<file path="src/rtl/hex_pkg.sv">
// hex_pkg: shared segment types, blank pattern and scheduler state encoding.
package hex_pkg;
  localparam logic [6:0] HEX_BLANK = 7'b1111111;
  typedef logic [6:0] seg_t;
  typedef enum logic [1:0] {IDLE, FLASH, GAP} sched_state_t;
endpackage

</file>
<file path="src/rtl/hex_flash_arb.sv">
// hex_flash_arb: combinational winner select; HEX_FLASH_SCHED_RR_EN selects round-robin, else lowest index wins.
module hex_flash_arb
  import hex_pkg::*;
#(
  parameter int NREQ = 4,
  parameter int IW   = $clog2(NREQ)
) (
  input  logic [NREQ-1:0] req,
`ifdef HEX_FLASH_SCHED_RR_EN
  input  logic [IW-1:0]   last_idx,
`endif
  output logic [IW-1:0]   win_idx,
  output logic [NREQ-1:0] win_oh,
  output logic            valid
);
  always_comb begin
    win_idx = '0;
`ifdef HEX_FLASH_SCHED_RR_EN
    for (int k = NREQ; k >= 1; k--)
      if (req[(int'(last_idx) + k) % NREQ]) win_idx = IW'((int'(last_idx) + k) % NREQ);
`else
    for (int i = NREQ - 1; i >= 0; i--)
      if (req[i]) win_idx = IW'(i);
`endif
  end
  assign valid  = |req;
  assign win_oh = valid ? NREQ'(1) << win_idx : '0;
endmodule

</file>
<file path="src/rtl/hex_flash_sched.sv">
// hex_flash_sched: grants one requester at a time and blinks its pattern on one HEX digit.
// HEX_FLASH_SCHED_RR_EN enables the round-robin last-grant pointer.
module hex_flash_sched
  import hex_pkg::*;
#(
  parameter int NREQ    = 4,
  parameter int RATE    = 16,
  parameter int FLASHES = 12,
  parameter int GAP_CYC = 8
) (
  input  logic              clk,
  input  logic              reset_n,
  input  logic [NREQ-1:0]   req,
  input  logic [7*NREQ-1:0] pattern_in,
  input  logic [6:0]        HEX_idle,
  input  logic              abort,
  output logic [6:0]        HEXout,
  output logic [NREQ-1:0]   grant,
  output logic              busy,
  output logic              done
);
  localparam int IW = $clog2(NREQ);
  localparam int PW = $clog2(RATE);
  localparam int FW = $clog2(FLASHES + 1);
  localparam int GW = $clog2(GAP_CYC + 1);
  sched_state_t    state_q, state_d;
  seg_t            pat_q, pat_d;
  logic [NREQ-1:0] grant_q, grant_d;
  logic [PW-1:0]   phase_q, phase_d;
  logic [FW-1:0]   flash_q, flash_d;
  logic [GW-1:0]   gap_q, gap_d;
  logic            lit_q, lit_d;
  logic            done_q, done_d;
  logic [IW-1:0]   win_idx;
  logic [NREQ-1:0] win_oh;
  logic            win_valid;
  logic            phase_wrap;
`ifdef HEX_FLASH_SCHED_RR_EN
  logic [IW-1:0]   last_q, last_d;
`endif
  hex_flash_arb #(.NREQ(NREQ), .IW(IW)) u_arb (
    .req      (req),
`ifdef HEX_FLASH_SCHED_RR_EN
    .last_idx (last_q),
`endif
    .win_idx  (win_idx),
    .win_oh   (win_oh),
    .valid    (win_valid)
  );
  assign phase_wrap = phase_q == PW'(RATE - 1);
  always_comb begin
    state_d = state_q;
    pat_d   = pat_q;
    grant_d = grant_q;
    phase_d = phase_q;
    flash_d = flash_q;
    gap_d   = gap_q;
    lit_d   = lit_q;
    done_d  = 1'b0;
`ifdef HEX_FLASH_SCHED_RR_EN
    last_d  = last_q;
`endif
    case (state_q)
      IDLE: if (win_valid) begin
        state_d = FLASH;
        pat_d   = pattern_in[7*int'(win_idx) +: 7];
        grant_d = win_oh;
        phase_d = '0;
        flash_d = '0;
        lit_d   = 1'b0;
`ifdef HEX_FLASH_SCHED_RR_EN
        last_d  = win_idx;
`endif
      end
      FLASH: begin
        phase_d = phase_wrap ? '0 : phase_q + 1'b1;
        if (phase_wrap) begin
          lit_d = !lit_q;
          if (lit_q) begin
            flash_d = flash_q + 1'b1;
            if (flash_q == FW'(FLASHES - 1)) begin
              state_d = GAP;
              done_d  = 1'b1;
              grant_d = '0;
              gap_d   = '0;
            end
          end
        end
      end
      default: begin
        gap_d   = gap_q + 1'b1;
        state_d = gap_q == GW'(GAP_CYC - 1) ? IDLE : GAP;
      end
    endcase
    // abort beats a coincident terminal count, so done is suppressed too
    if (abort && state_q != IDLE) begin
      state_d = IDLE;
      grant_d = '0;
      done_d  = 1'b0;
    end
  end
  always_ff @(posedge clk or negedge reset_n)
    if (!reset_n) begin
      state_q <= IDLE;
      pat_q   <= HEX_BLANK;
      grant_q <= '0;
      phase_q <= '0;
      flash_q <= '0;
      gap_q   <= '0;
      lit_q   <= 1'b0;
      done_q  <= 1'b0;
    end else begin
      state_q <= state_d;
      pat_q   <= pat_d;
      grant_q <= grant_d;
      phase_q <= phase_d;
      flash_q <= flash_d;
      gap_q   <= gap_d;
      lit_q   <= lit_d;
      done_q  <= done_d;
    end
`ifdef HEX_FLASH_SCHED_RR_EN
  always_ff @(posedge clk or negedge reset_n)
    if (!reset_n) last_q <= IW'(NREQ - 1);
    else          last_q <= last_d;
`endif
  assign HEXout = state_q == IDLE  ? HEX_idle :
                  state_q == FLASH ? (lit_q ? pat_q : HEX_BLANK) : pat_q;
  assign grant  = grant_q;
  assign busy   = state_q != IDLE;
  assign done   = done_q;
endmodule

</file>
<file path="config.mk">
export PLATFORM = sky130hd
export DESIGN_NAME = hex_flash_sched
export DESIGN_NICKNAME = d
export VERILOG_FILES = /design/src/rtl/hex_pkg.sv /design/src/rtl/hex_flash_arb.sv /design/src/rtl/hex_flash_sched.sv
export SDC_FILE = /design/constraint.sdc
export NUM_CORES = 1
export LEC_CHECK = 0
export ABC_AREA = 0
export ABC_CLOCK_PERIOD_IN_PS = 3320
export BUFFER_PORTS_ARGS = -buffer_cell sky130_fd_sc_hd__buf_2
export CAP_MARGIN = 20
export CORE_MARGIN = 2
export CORE_UTILIZATION = 52
export CTS_CLUSTER_DIAMETER = 30
export CTS_CLUSTER_SIZE = 28
export DETAILED_ROUTE_END_ITERATION = 6
export PLACE_DENSITY_LB_ADDON = 0.1
export SYNTH_ARGS = -nofsm -noshare
export SYNTH_HDL_FRONTEND = slang
export SYNTH_SLANG_ARGS = --single-unit
</file>
<file path="constraint.sdc">
create_clock -name clk -period 3.32 [get_ports clk]
set_input_delay 0.664 -clock clk [delete_from_list [all_inputs] [get_ports clk]]
set_output_delay 0.664 -clock clk [all_outputs]
set_load 0.1 [all_outputs]
</file>
== After elaboration in Yosys (flattened, before gate mapping) ==
Cells that the tools add are included.
Word-level totals
  input bits: 42
  RAM bits: 0
  output and inout port bits: 13
  bits in registers: 27
  logic and storage cells: 76
  bits in read-only memories: 0
  latch bits: 0
  memories kept: 0
Cells by class
  shift-type cells: 2
  equality and inequality tests: 12
  $mul: 1
  mux-type cells: 35
  reductions and logical operators: 14
  bitwise operators: 1
  divide/modulo/power cells: 0
  add/sub/neg operators: 3
  $lt $le $gt $ge: 0
Operators by type and width (number)
  2-to-1 mux 4 bit: 9
  case mux 4 bit (2 select lines): 4
  indexed part select 28 x 6 -> 7 bit: 1
  2-to-1 mux 7 bit: 3
  2-to-1 mux 2 bit: 10
  adder 4 x 1 -> 4 bit, second input constant: 3
  AND reduction 4 bit: 3
  != test 3 bit, second input constant: 3
  == test 4 bit, second input constant: 2
  2-to-1 mux 1 bit: 7
  != test 2 bit, second input constant: 3
  multiplier 3 x 2 -> 5 bit, first input constant: 1
  AND reduction 5 bit: 1
  == test 4 x 3 -> 1 bit, second input constant: 1
  case mux 2 bit (2 select lines): 1
  AND reduction 2 bit: 2
  nonzero test 2 bit: 2
  OR reduction 4 bit: 1
  left shift 1 x 2 -> 4 bit, first input constant: 1
  != test 3 x 2 -> 1 bit, second input constant: 1
  AND reduction 3 bit: 1
  nonzero test 3 bit: 1
  == test 2 x 1 -> 1 bit, second input constant: 1
  zero test 2 bit: 1
  other kinds (5): 5

== Depth between registers and ports, before layout ==
  depth in word-level cells: 8
  gate-level depth with buffers: 7
  mapped depth without buffers: 5

== Hierarchy ==
Synthesis repeated with hierarchy kept, for this count alone.
Unflattened totals
  cells, all modules: 157
  area total of the unflattened synthesis: 1614.0 sq um
Modules (own cells, without submodules)
  hex_flash_sched: seq. area each 684.4 sq um, cells an instance 146, instances 1, area each 1564.0 sq um
  hex_flash_arb: seq. area each 0.0 sq um, cells an instance 11, instances 1, area each 50.0 sq um

== Worst setup path before layout ==
OpenSTA, ideal clock, no wires.
  path kind: register to output
  start point: register lit_q
  end point: output port HEXout[0]
  cell stages (with the launch flop): 4
  arrival time: 1.666 ns
  data required time: 2.656 ns
  path buffers: 1
  setup slack: 0.990 ns
  cells stage by stage: dfrtp_1 clkbuf_2 a21oi_1 o22a_1
Between the ends
  cells in the longest elaborated chain, start to end: 3
RTL lines
  start, declared: RTL line hex_flash_sched.sv:32  | logic lit_q, lit_d;
  start signal, assigned: RTL line hex_flash_sched.sv:119  | lit_q <= lit_d;
  2-to-1 mux 7 bit (2 in series): RTL line hex_flash_sched.sv:128  | state_q == FLASH ? (lit_q ? pat_q : HEX_BLANK) : pat_q;
  2-to-1 mux 7 bit: RTL line hex_flash_sched.sv:127  | assign HEXout = state_q == IDLE ? HEX_idle :
  end, declared: RTL line hex_flash_sched.sv:17  | output logic [6:0] HEXout,
Every way passes these cells.

== Worst setup path in the final report ==
  start point: register state_q[1]
  end point: output port HEXout[5]
Between the ends
  cells in the longest elaborated chain, start to end: 3
  elaborated cells on any way between the ends: 4
  classes of those cells: eq/ne (1); mux (2); reduce/logical (1)
RTL lines
  start, declared: RTL line hex_flash_sched.sv:26  | sched_state_t state_q, state_d;
  start signal, assigned: RTL line hex_flash_sched.sv:113  | state_q <= state_d;
  == test 2 x 1 -> 1 bit: RTL line hex_flash_sched.sv:128
  2-to-1 mux 7 bit: RTL line hex_flash_sched.sv:128
  2-to-1 mux 7 bit (*): RTL line hex_flash_sched.sv:127
Every way passes the cells marked *; elsewhere a longest branch is shown, timed or not.

==> results.yml <==
run_status:
  status: "finished, violations left"
  violations: "DRC"
timing:
  setup_violations: 0
  tightest_slew_ns: 0.775
  period_share_pct: 82.4
  fin_ws_ns: 0.584
  hold_violations: 0
  max_freq_mhz: 365
  final.min_clock_period_ns: 2.74
  tns_ns: 0
  drv_slew: 0
  max_slew_margin_pct: 47.9
  fin_skew_ns: 0.00655
  rsz0062_at_grt: "no"
critical_path:
  cp_slowest_cell: "a21oi_1"
  cp_num_buf_inv: 1
  cp_top_family: "compound AO/OA/AOI/OAI gates"
  worstPathMaxFanout: 11
  path_cells: "a21oi_1 -> o22a_1 -> buf_2"
  critPathLaunchType: "flip-flop"
  slowest_delay_ns: 0.55
  crit_type: "reg -> out"
  rr_worst_depth: 5
  crit_path_end_kind: "output pin"
  cp.required_ns: 2.66
  path_depth: 3
  crit_arrival_ns: 2.07
clock_network:
  cts_resized: 0
  clockBufferDepth: 2
  cts_inserted_buffers: 3
  cts-root-buf: "clkbuf_4"
  cts_setup_buffers: 0
  htree_num_levels: 1
  clock-sinks: 27
  clk_latency_ns: 0.34
  cts_tree: "done"
  cts_hold_buf: 0
  clkSlewWorstSetupHoldPaths_ns: 0.15
layout:
  post_layout_nonfiller_instances: 242
  layout.nets: 257
  n_fill_cell: 247
  antennaDiodeCount: 0
  area_growth_pct: 17.9
  multi_input_area_um2: 813
  layout-drive-gt1-share_pct: 35.1
  ff_latch_area_um2: 684
synth:
  synth_mux_area_share_pct: 4.08
  ys_ff_latch: 27
  synthMostInstantiatedCell: "nand2_1"
  synth-edff-count: 0
  synth-main-ff-cell: "dfrtp_1"
  avgSynthCellArea_um2: 9.72
  synth.top_cells.by_count: "nand2_1 (22), o21ai_0 (21), dfrtp_1 (20)"
  netlist_area_um2: 1570
  synthAdderAreaFrac_pct: 2.40
  ys_types: 41
  syn_inst: 161
  syn-num-nets: 206
  yosysTopAreaCell: "dfrtp_1"
  synth_compound_gate_area_share_pct: 25.3
  ys_warn_count: 0
  synthSimpleGateAreaFrac_pct: 18.5
  synthArstFlopShare_pct: 100
  synth_top_area_share_pct: 32.0
  ys_seq_area_share_pct: 43.7
  synth_top_family_by_area: "compound AO/OA/AOI/OAI gates"
  synth_xor_area_share_pct: 1.68
  synth_area_leaders: "dfrtp_1 (32%), dfstp_2 (12%), o22a_1 (7.8%)"
power_and_ir_drop:
  p_leak_nw: 0.853
  power.density_nw_per_um2: 743
  peakVddDrop_mv: 0.599
route:
  drcViolationCount: 4
  routed_wl_um: 3710
  antenna_left: 0
  vias_per_cell: 5.94
  vias: 1437
  routedWlPerCell_um: 15.3
  drt_first_pass_iters: 6
  drt_iter0_markers: 58
floorplanning:
  dieArea_um2: 3470
  die_h_um: 58.9
  core_region_area_um2: 2810
  rows: 19
  initial_core_util_pct: 55.8
  fp.dieW_um: 58.9
  pin_count: 55
global_routing:
  grt_pass1_wl_um: 6090
  grt_max_degree: 28
  grt.total_usage_pct: 22.3
  grt-ovfl-total: 0
  first_global_vias: 1399
  antenna_found_initial: 0
placement:
  pre_cts_slack_ns: 0.999
  dp.cells: 238
  numPortBuffers: 54
  routabilityCongestion: 0.846
  hpwlAfterDp_um: 2840
job:
  cap_violations: 0
hold_path:
  hold_path_class: "in -> async"
-- metrics by stage --
step                      hold WS [ns]  cell area (um2)  util [%]  total power [W]
after global routing             0.347             1850      65.8          0.00145
after floorplan                  0.368             1570         -          0.00112
after global placement           0.485             1820      64.8          0.00121
after CTS                        0.329             1850      65.8          0.00137
after detailed placement         0.501             1820      64.8          0.00123
final                            0.305             1850      65.8          0.00137
-- routing by layer --
| metal | part of all wire [%] | track usage, % | wire length, um |
|---|---|---|---|
| met3 | 4.8 | 2.86 | 177 |
| met2 | 50 | 39.5 | 1860 |
| met1 | 45 | 29.5 | 1660 |
| met4 | 0.57 | 3.90 | 21 |
| met5 | 0 | 0 | 0 |
-- cell families after synthesis --
group,count (synthesis)
compound gates,56
simple gates,55
flops,27
buf+inv,11
mux,6
xor+xnor,3
fa+ha+maj,3
-- layout make-up --
| cell class | instances | share of cell area [%] |
|---|---|---|
| repair buffers | 54 | 14.6 |
| well taps | 31 | 2.10 |
| flip-flops and latches | 27 | 37.1 |
| clock inverters | 1 | 0.271 |
| multi-input cells | 123 | 44.1 |
| clock buffers | 3 | 1.22 |
| inverters | 3 | 0.610 |
-- cells in the final DEF, fill, tap and decap left out, types with 2 or more instances in the layout --
cell type  Yosys  layout
buf_2          2      54
nand2_1       22      22
o21ai_0       21      21
dfrtp_1       20      20
o22a_1        14      14
a22oi_1        7       7
dfstp_2        7       7
nor2_1         6       6
nand3_1        5       5
nor3_1         5       5
nor2b_1        4       4
inv_1          3       3
mux2i_1        3       3
a22o_1         3       3
mux2_2         3       3
ha_1           3       3
clkbuf_4       0       3
a21oi_1        2       2
nand4_1        2       2
a21o_1         2       2
xor2_1         2       2
nor3b_1        2       2
-- worst paths after layout --
check	end	from	slack (ns)
min in group clk	grant[2]$_DFFE_PN0P_	grant[2]$_DFFE_PN0P_	0.53
hold reg to reg	grant[2]$_DFFE_PN0P_	grant[2]$_DFFE_PN0P_	0.53
hold / removal	flash_q[2]$_DFFE_PN0P_	reset_n	0.31
setup / recovery	HEXout[5]	state_q[1]$_DFFE_PN0P_	0.58
setup reg to reg	grant[1]$_DFFE_PN0P_	phase_q[0]$_DFFE_PN0P_	1.49
max in group asynchronous	gap_q[3]$_DFFE_PN0P_	reset_n	2.62
-- sequential cells by signal, indices dropped and copies added (netlist names) --
signal,flops
pat_q,7
state_q,2
gap_q,4
flash_q,4
lit_q,1
phase_q,4
grant,4
done,1
-- worst reg2reg max path, cell delays in order, from the launching register on --
cell      delay (ns)
dfrtp_1         0.43
ha_1            0.24
nand4_1         0.22
o21ai_0         0.33
o221ai_2        0.21
mux2_2          0.31
-- power breakdown --
group | total (W) | internal [W] | switching, W | leakage [nW]
Combinational | 0.000703 | 0.000194 | 0.000508 | 0.495
Clock | 0.000147 | 0.0000454 | 0.000101 | 0.0177
Sequential | 0.000523 | 0.000448 | 0.0000746 | 0.340
Total | 0.00137 | 0.000688 | 0.000684 | 0.853
(Power assumes the default switching activity.)
